File: src/rtl/conv_seq_pkg.sv
// Shared types for the convolution layer sequencer: descriptor layout, FSM states,
// indices of the derived Img2Col configuration values.
package conv_seq_pkg;

  localparam int MAX_LAYERS_DEFAULT = 16;
  localparam int DESC_W             = 53;

  localparam int IN_SIZE_LSB = 0;
  localparam int IN_SIZE_W   = 12;
  localparam int IN_CH_LSB   = 12;
  localparam int IN_CH_W     = 12;
  localparam int OUT_CH_LSB  = 24;
  localparam int OUT_CH_W    = 12;
  localparam int KERNEL_LSB  = 36;
  localparam int KERNEL_W    = 5;
  localparam int STRIDE_LSB  = 41;
  localparam int STRIDE_W    = 3;
  localparam int WINDOW_LSB  = 44;
  localparam int WINDOW_W    = 8;
  localparam int M2I_BIT     = 52;

  typedef struct packed {
    logic                 matrix2img;
    logic [WINDOW_W-1:0]  window;
    logic [STRIDE_W-1:0]  stride_log2;
    logic [KERNEL_W-1:0]  kernel;
    logic [OUT_CH_W-1:0]  out_ch;
    logic [IN_CH_W-1:0]   in_ch;
    logic [IN_SIZE_W-1:0] in_size;
  } desc_t;

  typedef enum logic [2:0] {
    S_IDLE, S_LOAD, S_DERIVE1, S_DERIVE2, S_START, S_RUN, S_NEXT, S_DONE
  } seq_state_t;

  typedef enum logic [3:0] {
    I2C_STRIDE, I2C_KERNEL, I2C_WINDOW, I2C_IN_SIZE, I2C_IN_CH, I2C_OUT_CH, I2C_OUT_SIZE,
    I2C_SLIDE, I2C_OUTCOL_T, I2C_INCOL_T, I2C_OUTROW_T, I2C_OUTCH_T, I2C_WROW
  } i2c_idx_t;

  localparam int I2C_N = 13;

  function automatic logic [31:0] sat_inc(input logic [31:0] v);
    return (&v) ? v : v + 32'd1;
  endfunction

endpackage

File: src/rtl/conv_cfg_derive.sv
// Two-stage pipeline turning one layer descriptor into the Img2Col configuration set
// plus a single configuration-error flag; results are valid two cycles after desc.
module conv_cfg_derive
  import conv_seq_pkg::*;
#(
  parameter int OUT_W      = 16,
  parameter int SLIDE_LOG2 = 3
) (
  input  logic                        clk,
  input  logic                        reset_n,
  input  desc_t                       desc,
  output logic [I2C_N-1:0][OUT_W-1:0] vals,
  output logic                        cfg_err
);

  desc_t                s1_desc;
  logic [IN_SIZE_W-1:0] s1_diff;
  logic [23:0]          s1_area;
  logic [9:0]           s1_kk;
  logic                 s1_err;

  // NOTE: flops are written with <= so each one samples pre-edge values no matter the statement order.
  always_ff @(posedge clk or negedge reset_n) begin
    if (!reset_n) begin
      s1_desc <= '0;
      s1_diff <= '0;
      s1_area <= '0;
      s1_kk   <= '0;
      s1_err  <= 1'b0;
    end else begin
      s1_desc <= desc;
      s1_diff <= desc.in_size - IN_SIZE_W'(desc.kernel);
      s1_area <= 24'(desc.in_size) * 24'(desc.in_ch);
      s1_kk   <= 10'(desc.kernel) * 10'(desc.kernel);
      s1_err  <= (desc.kernel == '0) || (IN_SIZE_W'(desc.kernel) > desc.in_size) ||
                 (desc.in_ch[2:0] != '0) || (desc.out_ch[2:0] != '0);
    end
  end

  logic [I2C_N-1:0][31:0] wide;
  logic [31:0]            out_size;
  logic                   ovf;

  // NOTE: every variable gets a default at the top so no path can infer a latch.
  always_comb begin
    wide     = '0;
    ovf      = 1'b0;
    out_size = 32'(s1_diff >> s1_desc.stride_log2) + 32'd1;
    wide[I2C_STRIDE]   = 32'd1 << s1_desc.stride_log2;
    wide[I2C_KERNEL]   = 32'(s1_desc.kernel);
    wide[I2C_WINDOW]   = 32'(s1_desc.window);
    wide[I2C_IN_SIZE]  = 32'(s1_desc.in_size);
    wide[I2C_IN_CH]    = 32'(s1_desc.in_ch);
    wide[I2C_OUT_CH]   = 32'(s1_desc.out_ch);
    wide[I2C_OUT_SIZE] = out_size;
    wide[I2C_SLIDE]    = 32'd1 << SLIDE_LOG2;
    wide[I2C_OUTCOL_T] = (out_size + 32'd7) >> 3;
    wide[I2C_INCOL_T]  = 32'(s1_area >> 3);
    wide[I2C_OUTROW_T] = out_size;
    wide[I2C_OUTCH_T]  = 32'(s1_desc.out_ch >> 3);
    wide[I2C_WROW]     = 32'(s1_kk) * 32'(s1_desc.in_ch);
    for (int i = 0; i < I2C_N; i++) ovf |= ((wide[i] >> OUT_W) != '0);
  end

  logic unused_m2i;
  assign unused_m2i = s1_desc.matrix2img;

  always_ff @(posedge clk or negedge reset_n) begin
    if (!reset_n) begin
      vals    <= '0;
      cfg_err <= 1'b0;
    end else begin
      for (int i = 0; i < I2C_N; i++) vals[i] <= wide[i][OUT_W-1:0];
      cfg_err <= s1_err | ovf;
    end
  end

endmodule

File: src/rtl/conv_layer_sequencer.sv
// Steps the convolution unit through a table of layer descriptors without host help.
// Define SEQ_PERF_CNT_EN to build the per-layer cycle counter behind perf_cycles.
module conv_layer_sequencer
  import conv_seq_pkg::*;
#(
  parameter int MAX_LAYERS = MAX_LAYERS_DEFAULT,
  parameter int SLIDE_LOG2 = 3,
  parameter int OUT_W      = 16
) (
  input  logic                          clk,
  input  logic                          reset_n,
  input  logic                          cfg_we,
  input  logic [$clog2(MAX_LAYERS)-1:0] cfg_addr,
  input  logic [63:0]                   cfg_wdata,
  input  logic [$clog2(MAX_LAYERS):0]   layer_count,
  input  logic                          seq_start,
  input  logic                          seq_abort,
  input  logic                          conv_last,
  output logic                          busy,
  output logic                          done,
  output logic                          err,
  output logic [$clog2(MAX_LAYERS)-1:0] err_layer,
  output logic [$clog2(MAX_LAYERS)-1:0] cur_layer,
  output logic                          conv_start,
  output logic                          conv_switch,
  output logic                          conv_matrix2img,
  output logic [OUT_W-1:0]              i2c_stride,
  output logic [OUT_W-1:0]              i2c_kernel,
  output logic [OUT_W-1:0]              i2c_window,
  output logic [OUT_W-1:0]              i2c_in_size,
  output logic [OUT_W-1:0]              i2c_in_ch,
  output logic [OUT_W-1:0]              i2c_out_ch,
  output logic [OUT_W-1:0]              i2c_out_size,
  output logic [OUT_W-1:0]              i2c_slide,
  output logic [OUT_W-1:0]              i2c_outcol_t,
  output logic [OUT_W-1:0]              i2c_incol_t,
  output logic [OUT_W-1:0]              i2c_outrow_t,
  output logic [OUT_W-1:0]              i2c_outch_t,
  output logic [OUT_W-1:0]              i2c_wrow,
  output logic [31:0]                   perf_cycles
);

  localparam int            AW      = $clog2(MAX_LAYERS);
  localparam logic [AW:0]   MAX_CNT = MAX_LAYERS[AW:0];

  seq_state_t                  state;
  desc_t                       desc_q;
  logic [AW:0]                 count_q;
  logic [AW:0]                 next_idx;
  logic [I2C_N-1:0][OUT_W-1:0] derived;
  logic [I2C_N-1:0][OUT_W-1:0] i2c_q;
  logic                        cfg_err;
  logic [DESC_W-1:0]           desc_mem [MAX_LAYERS];

  logic unused_wdata;
  assign unused_wdata = |cfg_wdata[63:DESC_W];

  // NOTE: the table is deliberately not reset; entries are meaningful only after the host writes them.
  always_ff @(posedge clk) begin
    if (cfg_we && !busy) desc_mem[cfg_addr] <= cfg_wdata[DESC_W-1:0];
  end

  conv_cfg_derive #(.OUT_W(OUT_W), .SLIDE_LOG2(SLIDE_LOG2)) u_derive (
    .clk     (clk),
    .reset_n (reset_n),
    .desc    (desc_q),
    .vals    (derived),
    .cfg_err (cfg_err)
  );

  assign next_idx = {1'b0, cur_layer} + {{AW{1'b0}}, 1'b1};

  // Outputs are registered alongside the state; conv_start rises with the first RUN cycle.
  always_ff @(posedge clk or negedge reset_n) begin
    if (!reset_n) begin
      state           <= S_IDLE;
      desc_q          <= '0;
      count_q         <= '0;
      busy            <= 1'b0;
      done            <= 1'b0;
      err             <= 1'b0;
      err_layer       <= '0;
      cur_layer       <= '0;
      conv_start      <= 1'b0;
      conv_switch     <= 1'b0;
      conv_matrix2img <= 1'b0;
      i2c_q           <= '0;
    end else begin
      conv_start <= 1'b0;
      done       <= 1'b0;
      if (seq_abort) begin
        state           <= S_IDLE;
        busy            <= 1'b0;
        conv_switch     <= 1'b0;
        conv_matrix2img <= 1'b0;
        i2c_q           <= '0;
      end else begin
        case (state)
          S_IDLE: if (seq_start) begin
            err         <= 1'b0;
            cur_layer   <= '0;
            count_q     <= (layer_count > MAX_CNT) ? MAX_CNT : layer_count;
            busy        <= 1'b1;
            conv_switch <= 1'b1;
            if (layer_count == '0) begin
              state <= S_DONE;
              done  <= 1'b1;
            end else begin
              state <= S_LOAD;
            end
          end
          S_LOAD: begin
            desc_q <= desc_t'(desc_mem[cur_layer]);
            state  <= S_DERIVE1;
          end
          S_DERIVE1: state <= S_DERIVE2;
          S_DERIVE2: state <= S_START;
          S_START: if (cfg_err) begin
            err       <= 1'b1;
            err_layer <= cur_layer;
            done      <= 1'b1;
            state     <= S_DONE;
          end else begin
            conv_start      <= 1'b1;
            i2c_q           <= derived;
            conv_matrix2img <= desc_q.matrix2img;
            state           <= S_RUN;
          end
          S_RUN: if (conv_last) state <= S_NEXT;
          S_NEXT: if (next_idx < count_q) begin
            cur_layer <= next_idx[AW-1:0];
            state     <= S_LOAD;
          end else begin
            done  <= 1'b1;
            state <= S_DONE;
          end
          S_DONE: begin
            state           <= S_IDLE;
            busy            <= 1'b0;
            conv_switch     <= 1'b0;
            conv_matrix2img <= 1'b0;
            i2c_q           <= '0;
          end
          default: state <= S_IDLE;
        endcase
      end
    end
  end

  assign i2c_stride   = i2c_q[I2C_STRIDE];
  assign i2c_kernel   = i2c_q[I2C_KERNEL];
  assign i2c_window   = i2c_q[I2C_WINDOW];
  assign i2c_in_size  = i2c_q[I2C_IN_SIZE];
  assign i2c_in_ch    = i2c_q[I2C_IN_CH];
  assign i2c_out_ch   = i2c_q[I2C_OUT_CH];
  assign i2c_out_size = i2c_q[I2C_OUT_SIZE];
  assign i2c_slide    = i2c_q[I2C_SLIDE];
  assign i2c_outcol_t = i2c_q[I2C_OUTCOL_T];
  assign i2c_incol_t  = i2c_q[I2C_INCOL_T];
  assign i2c_outrow_t = i2c_q[I2C_OUTROW_T];
  assign i2c_outch_t  = i2c_q[I2C_OUTCH_T];
  assign i2c_wrow     = i2c_q[I2C_WROW];

`ifdef SEQ_PERF_CNT_EN
  logic [31:0] perf_cnt;

  // The copy includes the conv_last cycle itself, so a layer that ends in RUN cycle N reports N.
  always_ff @(posedge clk or negedge reset_n) begin
    if (!reset_n) begin
      perf_cnt    <= '0;
      perf_cycles <= '0;
    end else if (state == S_START) begin
      perf_cnt <= '0;
    end else if (state == S_RUN) begin
      perf_cnt <= sat_inc(perf_cnt);
      if (conv_last && !seq_abort) perf_cycles <= sat_inc(perf_cnt);
    end
  end
`else
  assign perf_cycles = '0;
`endif

endmodule

File: config.mk
export PLATFORM = sky130hd
export DESIGN_NAME = conv_layer_sequencer
export DESIGN_NICKNAME = d
export VERILOG_FILES = /design/src/rtl/conv_seq_pkg.sv /design/src/rtl/conv_cfg_derive.sv /design/src/rtl/conv_layer_sequencer.sv
export SDC_FILE = /design/constraint.sdc
export NUM_CORES = 2
export LEC_CHECK = 0
export CAP_MARGIN = 20
export CELL_PAD_IN_SITES_DETAIL_PLACEMENT = 0
export CELL_PAD_IN_SITES_GLOBAL_PLACEMENT = 1
export CORE_UTILIZATION = 51
export DETAILED_ROUTE_END_ITERATION = 10
export PLACE_DENSITY = 0.79
export SLEW_MARGIN = 20
export SYNTH_ARGS = -nofsm -noshare
export SYNTH_HDL_FRONTEND = slang
export SYNTH_SLANG_ARGS = --single-unit
export TNS_END_PERCENT = 20
File: constraint.sdc
create_clock -name clk -period 7.7 [get_ports clk]
set_input_delay 1.54 -clock clk [delete_from_list [all_inputs] [get_ports clk]]
set_output_delay 1.54 -clock clk [all_outputs]
set_load 0.05 [all_outputs]
**Word-level counts from Yosys, hierarchy flattened**

Memories as Yosys holds them, arrays and structs flattened. A register that Yosys moved wholly into a read port is not among the register bits.
Cells that the tools add are included.

- Logic and storage cells: 140
- Memories kept: 1
- Bits in registers: 468
- Bits of input ports: 79
- RAM bits: 848

- Bitwise logic cells: 7
- Eq/ne operators: 13
- $mul: 3
- $add $sub $neg: 4
- Shifts and indexed selects: 2
- Reduce and logical (&&, ||, !) cells: 28
- Muxes and demuxes: 34
- Order comparisons: 3

Memories:

| name | words | width | rd ports | clocked after Yosys merged registers in | wr ports | line | RTL |
|---|---|---|---|---|---|---|---|
| desc_mem | 16 | 53 | 1 | 1 | 1 | conv_layer_sequencer.sv:53 | `logic [DESC_W-1:0] desc_mem [MAX_LAYERS];` |

Operator list:

| kind | number |
|---|---|
| two-way mux 208 bit | 2 |
| case mux 208 bit (2 select lines) | 1 |
| nonzero test 32 bit | 5 |
| adder 32 x 1 -> 32 bit, second input constant | 1 |
| adder 32 x 3 -> 32 bit, second input constant | 1 |
| left shift 1 x 3 -> 32 bit, first input constant | 1 |
| >> shifter 12 x 3 -> 32 bit | 1 |
| multiplier 12 x 12 -> 24 bit | 1 |
| case mux 3 bit (8 select lines) | 1 |
| multiplier 10 x 12 -> 22 bit | 1 |
| two-way mux 1 bit | 16 |
| two-way mux 3 bit | 5 |
| == test 3 bit, second input constant | 4 |
| > comparator 5 x 12 -> 1 bit | 1 |
| nonzero test 3 bit | 4 |
| subtractor 12 x 5 -> 12 bit | 1 |
| zero test 5 bit | 2 |
| multiplier 5 x 5 -> 10 bit | 1 |
| inequality test 3 bit, second input constant | 3 |
| two-way mux 4 bit | 2 |
| case mux 4 bit (2 select lines) | 1 |
| AND reduction 2 bit | 4 |
| AND reduction 4 bit | 2 |
| == test 3 x 2 -> 1 bit, second input constant | 2 |
| 18 further kinds | 31 |

**Logic depth before layout (Yosys ltp)**

- Depth after elaboration: 9
- Gate-level depth with buffers: 22
- Gate-level depth less buffers: 20

**Cells and area by module**

A second synthesis with hierarchy kept.

- Cell total of the unflattened synthesis: 4,128
- Area total of the unflattened synthesis: 59,532.1 um^2

Modules (own cells, without submodules):

| module | times used | area each (um^2) | cells an instance |
|---|---|---|---|
| conv_layer_sequencer | 1 | 43,505.5 | 2,610 |
| conv_cfg_derive | 1 | 16,026.6 | 1,518 |

**Worst setup path after synthesis**

No wires, ideal clock.

- Kind: in2reg
- Start: in cfg_we
- End: mem desc_mem[1][0], enable pin
- Arrival: 5,709 ps
- Cell stages on the path: 3
- Slack: 1,461 ps
- Buffers on the path: 0
- Cell sequence: nand2b_1 -> or3b_2 -> nor3_1

- Word-level cells in the longest chain between the ends: 3

Ends and longest elaborated chain:

| element | line | RTL |
|---|---|---|
| from (decl) | conv_layer_sequencer.sv:12 | `input logic cfg_we,` |
| logical AND 1 bit | conv_layer_sequencer.sv:60 | `if (cfg_we && !busy) desc_mem[cfg_addr] <= cfg_wdata[DESC_W-1:0];` |
| two-way mux 1 bit | conv_layer_sequencer.sv:60 |  |
| two-way mux 1 bit (implied by the code) | conv_layer_sequencer.sv:60 |  |
| to (decl) | conv_layer_sequencer.sv:53 |  |

Every way passes these cells.

**Worst setup path in the final report**

- Start: reg u_derive.s1_kk[4]
- End: reg u_derive.cfg_err

- Word-level cells in the longest chain between the ends: 4

Ends and longest elaborated chain:

| element | line | RTL |
|---|---|---|
| from (decl) | conv_cfg_derive.sv:19 | `logic [9:0] s1_kk;` |
| from (signal assigned) | conv_cfg_derive.sv:34 | `s1_kk <= 10'(desc.kernel) * 10'(desc.kernel);` |
| multiplier 10 x 12 -> 22 bit | conv_cfg_derive.sv:61 | `wide[I2C_WROW] = 32'(s1_kk) * 32'(s1_desc.in_ch);` |
| nonzero test 32 bit | conv_cfg_derive.sv:62 | `for (int i = 0; i < I2C_N; i++) ovf \|= ((wide[i] >> OUT_W) != '0);` |
| OR 1 bit | conv_cfg_derive.sv:62 |  |
| OR 1 bit | conv_cfg_derive.sv:74 | `cfg_err <= s1_err \| ovf;` |
| to (signal assigned) | conv_cfg_derive.sv:74 |  |
| to (decl) | conv_cfg_derive.sv:13 | `output logic cfg_err` |

Every way passes these cells.
A chain may end at the register's enable or synchronous reset.

==> results.toml <==
[run_status]
outcome = "complete, no violations"

[layout]
drive_gt1_share_pct = 16.2
nFillCells = 8109
seq_area_um2 = 35400
area_growth_pct = 13.7
fin_nets = 4104
multiInputGateArea_um2 = 18300

[worst_setup_path]
path_max_fanout = 12
arrival_ns = 6.54
path_cells = "nand2_1, fa_1, inv_1, fa_1, fa_1, fa_1, fa_1, ha_1, a21o_4, o311ai_4, a21oi_2, o31ai_4, mux2i_1, or4b_1, or4_1"
regToRegSetupSlack_ns = 1.71
critPathMaxStageDelay_ns = 0.70
path_buf_inv = 1
crit_path_frequent_cell = "fa_1"
reg2reg_depth = 15
crit_family = "adder cells"
crit_start = "u_derive.s1_kk[4]"
start_kind = "register"
cp.required_ns = 8.25
cp.depth = 15
critPathSlowestCell = "dfrtp_1"
crit_end = "u_derive.cfg_err"
r2r_end = "u_derive.cfg_err"
r2r_start = "u_derive.s1_kk[4]"
path_class = "reg -> reg"
critPathCaptureType = "register"

[timing]
finalCriticalPeriod_ns = 5.99
rsz0062_at_grt = "no"
setup_viol = 0
hold_violations = 0
tns_ns = 0
slew_headroom_pct = 23.2
slew_viol_final = 0
timing.final.crit_share_pct = 77.8
worst_pin_slew_ns = 1.15
fmax_ghz = 0.167
whs_ns = 0.333
skew_ns = 0.0790

[placement]
dp_hpwl_um = 69800
gp_congestion = 0.796
numPortBuffers = 217

[logic_synthesis]
synth_mux_area_share_pct = 12.3
synth_compound_area_share_pct = 3.06
synth_top_family_by_area = "multiplexers"
syn_area_per_cell_um2 = 15.9
synth.distinct_cells = 86
synth_area_um2 = 55700
ys_seq_area_share_pct = 63.6
ys_warn_count = 0
synth-main-ff-cell = "edfxtp_1"
yosys.area_share.simple_pct = 6.15
synthAdderAreaFrac_pct = 9.39
syn_inst = 3507
synth_xor_area_share_pct = 1.02
async_flop_share_pct = 31.9
yosys_register_bits = 1245
synth-edff-count = 848

[hold_path]
hold_path.class = "reg -> reg"

[clock_tree]
hold_buffers = 0
htreeDepth = 3
cts-resized-gates = 0
cts_setup_buffers = 0
cts.clk_slew.worst_paths_ns = 0.06
cts_tree = "built"
worstSkewPairLatency_ns = 0.73
cts.path.max_buffers = 3
numCtsBuffers = 120
root_buffer = "clkbuf_16"
cts_sinks = 1245

[global_route]
grt_pass1_wl_um = 183000
grt_pass1_vias = 29700
overflow = 0
grt_use_total_pct = 22.0
antenna_found_initial = 12
grt_start_max_net_pins = 195

[route]
wire_per_inst_um = 22.8
wl_um = 119000
firstDrtPassIters = 6
drtIter0Drc = 2136
antenna_left = 0
drc = 0
viasPerCell = 5.53
dr_total_vias = 28900

[floorplan]
core-area_um2 = 108000
row_count = 120
initial_core_util_pct = 51.7
ios = 333
die_area_um2 = 110000
die_h_um = 332
fp.dieW_um = 332

[job]
drv_cap = 0
## metal layers
layer | share of wire (%) | global-route usage, % | up-vias
li1 | - | - | 12900
met1 | 42 | 30.4 | 15000
met2 | 50 | 36.6 | 825
met3 | 5.6 | 3.61 | 167
met4 | 2.1 | 5.50 | 16
met5 | 0.090 | 0 | -
## logic make-up (layout without fill, tap and decap cells)
logic type | count (synthesis) | count (layout)
flip-flops | 1245 | 1245
AO/OA/AOI/OAI | 278 | 278
adder cells (fa/ha/maj) | 315 | 315
multiplexers | 345 | 345
other | 2 | 109
buffers and inverters | 523 | 729
AND/OR/NAND/NOR | 736 | 736
XOR/XNOR | 63 | 63
## how the worst min path moves through the flow
stage                         from                 end  cells after the start
3_5_place_dp   u_derive.s1_area[7]  u_derive.vals[148]                      0
5_1_grt        u_derive.s1_area[3]  u_derive.vals[144]                      0
2_1_floorplan  u_derive.s1_area[3]  u_derive.vals[144]                      0
3_3_place_gp   u_derive.s1_desc[4]   u_derive.vals[52]                      0
6_report       u_derive.s1_area[3]  u_derive.vals[144]                      0
4_1_cts        u_derive.s1_area[3]  u_derive.vals[144]                      0
## state kept, by name, indices dropped and copies added, names as in the netlist, 3 cells and up
name              flops
desc_mem            848
u_derive.vals       114
desc_q               53
u_derive.s1_desc     52
u_derive.s1_area     21
i2c_incol_t          16
i2c_wrow             16
i2c_out_size         13
i2c_in_ch            12
i2c_in_size          12
u_derive.s1_diff     12
i2c_out_ch           11
i2c_outcol_t         11
i2c_stride            8
i2c_window            8
u_derive.s1_kk        8
count_q               5
i2c_kernel            5
cur_layer             4
err_layer             4
state                 3
## cell type report
| cell class | count | area share, % |
|---|---|---|
| tap | 1403 | 2.78 |
| antenna | 3 | 0.0119 |
| clock buffer | 156 | 5.27 |
| clock inverter | 73 | 1.45 |
| multi-input combinational | 1843 | 29.0 |
| sequential | 1245 | 56.0 |
| timing repair buffer | 262 | 4.13 |
| inverter | 238 | 1.41 |
## cells in the mapped netlist, types with 19 or more instances
master	instances	area, um2
nand2_1	426	1600
a21oi_1	40	200
nor2_1	66	248
ha_1	144	1800
fa_1	171	3420
o21ai_0	153	766
nor3_1	27	135
xnor2_1	42	368
dfrtp_1	397	9930
mux4_2	267	6010
and2_1	118	738
buf_4	130	976
clkbuf_1	125	469
inv_1	235	882
buf_1	22	82.6
mux2i_1	23	230
edfxtp_1	848	25500
xor2_1	19	166
mux2_2	52	586
## cell usage in the layout, fill, tap and decap left out, types with 38 or more instances in the layout
cell and instances:
clkbuf_16 124, nand2_1 426, xnor2_1 42, and2_1 118, mux2_2 52, clkdlybuf4s50_1 216, mux4_2 267, a21oi_1 39
buf_4 38, nor2_1 54, o21ai_0 153, conb_1 106, inv_1 235, fa_1 171, dfrtp_1 393, ha_1 144
edfxtp_1 848
## through the flow
stage | worst slack [ns] | instances | utilization (%) | instance area, um2
after detailed placement | 1.76 | 4990 | 54.8 | 59000
after global placement | 1.79 | 4990 | 54.8 | 59000
after CTS | 1.73 | 5219 | 58.7 | 63200
after global routing | 1.43 | 5223 | 58.8 | 63300
final | 1.71 | 5223 | 58.8 | 63300
after floorplan | 1.46 | 3611 | - | 56000
Power is left out: the tool's default activity adds up to more than one toggle a clock period on the data nets, which glitch-free logic cannot reach.
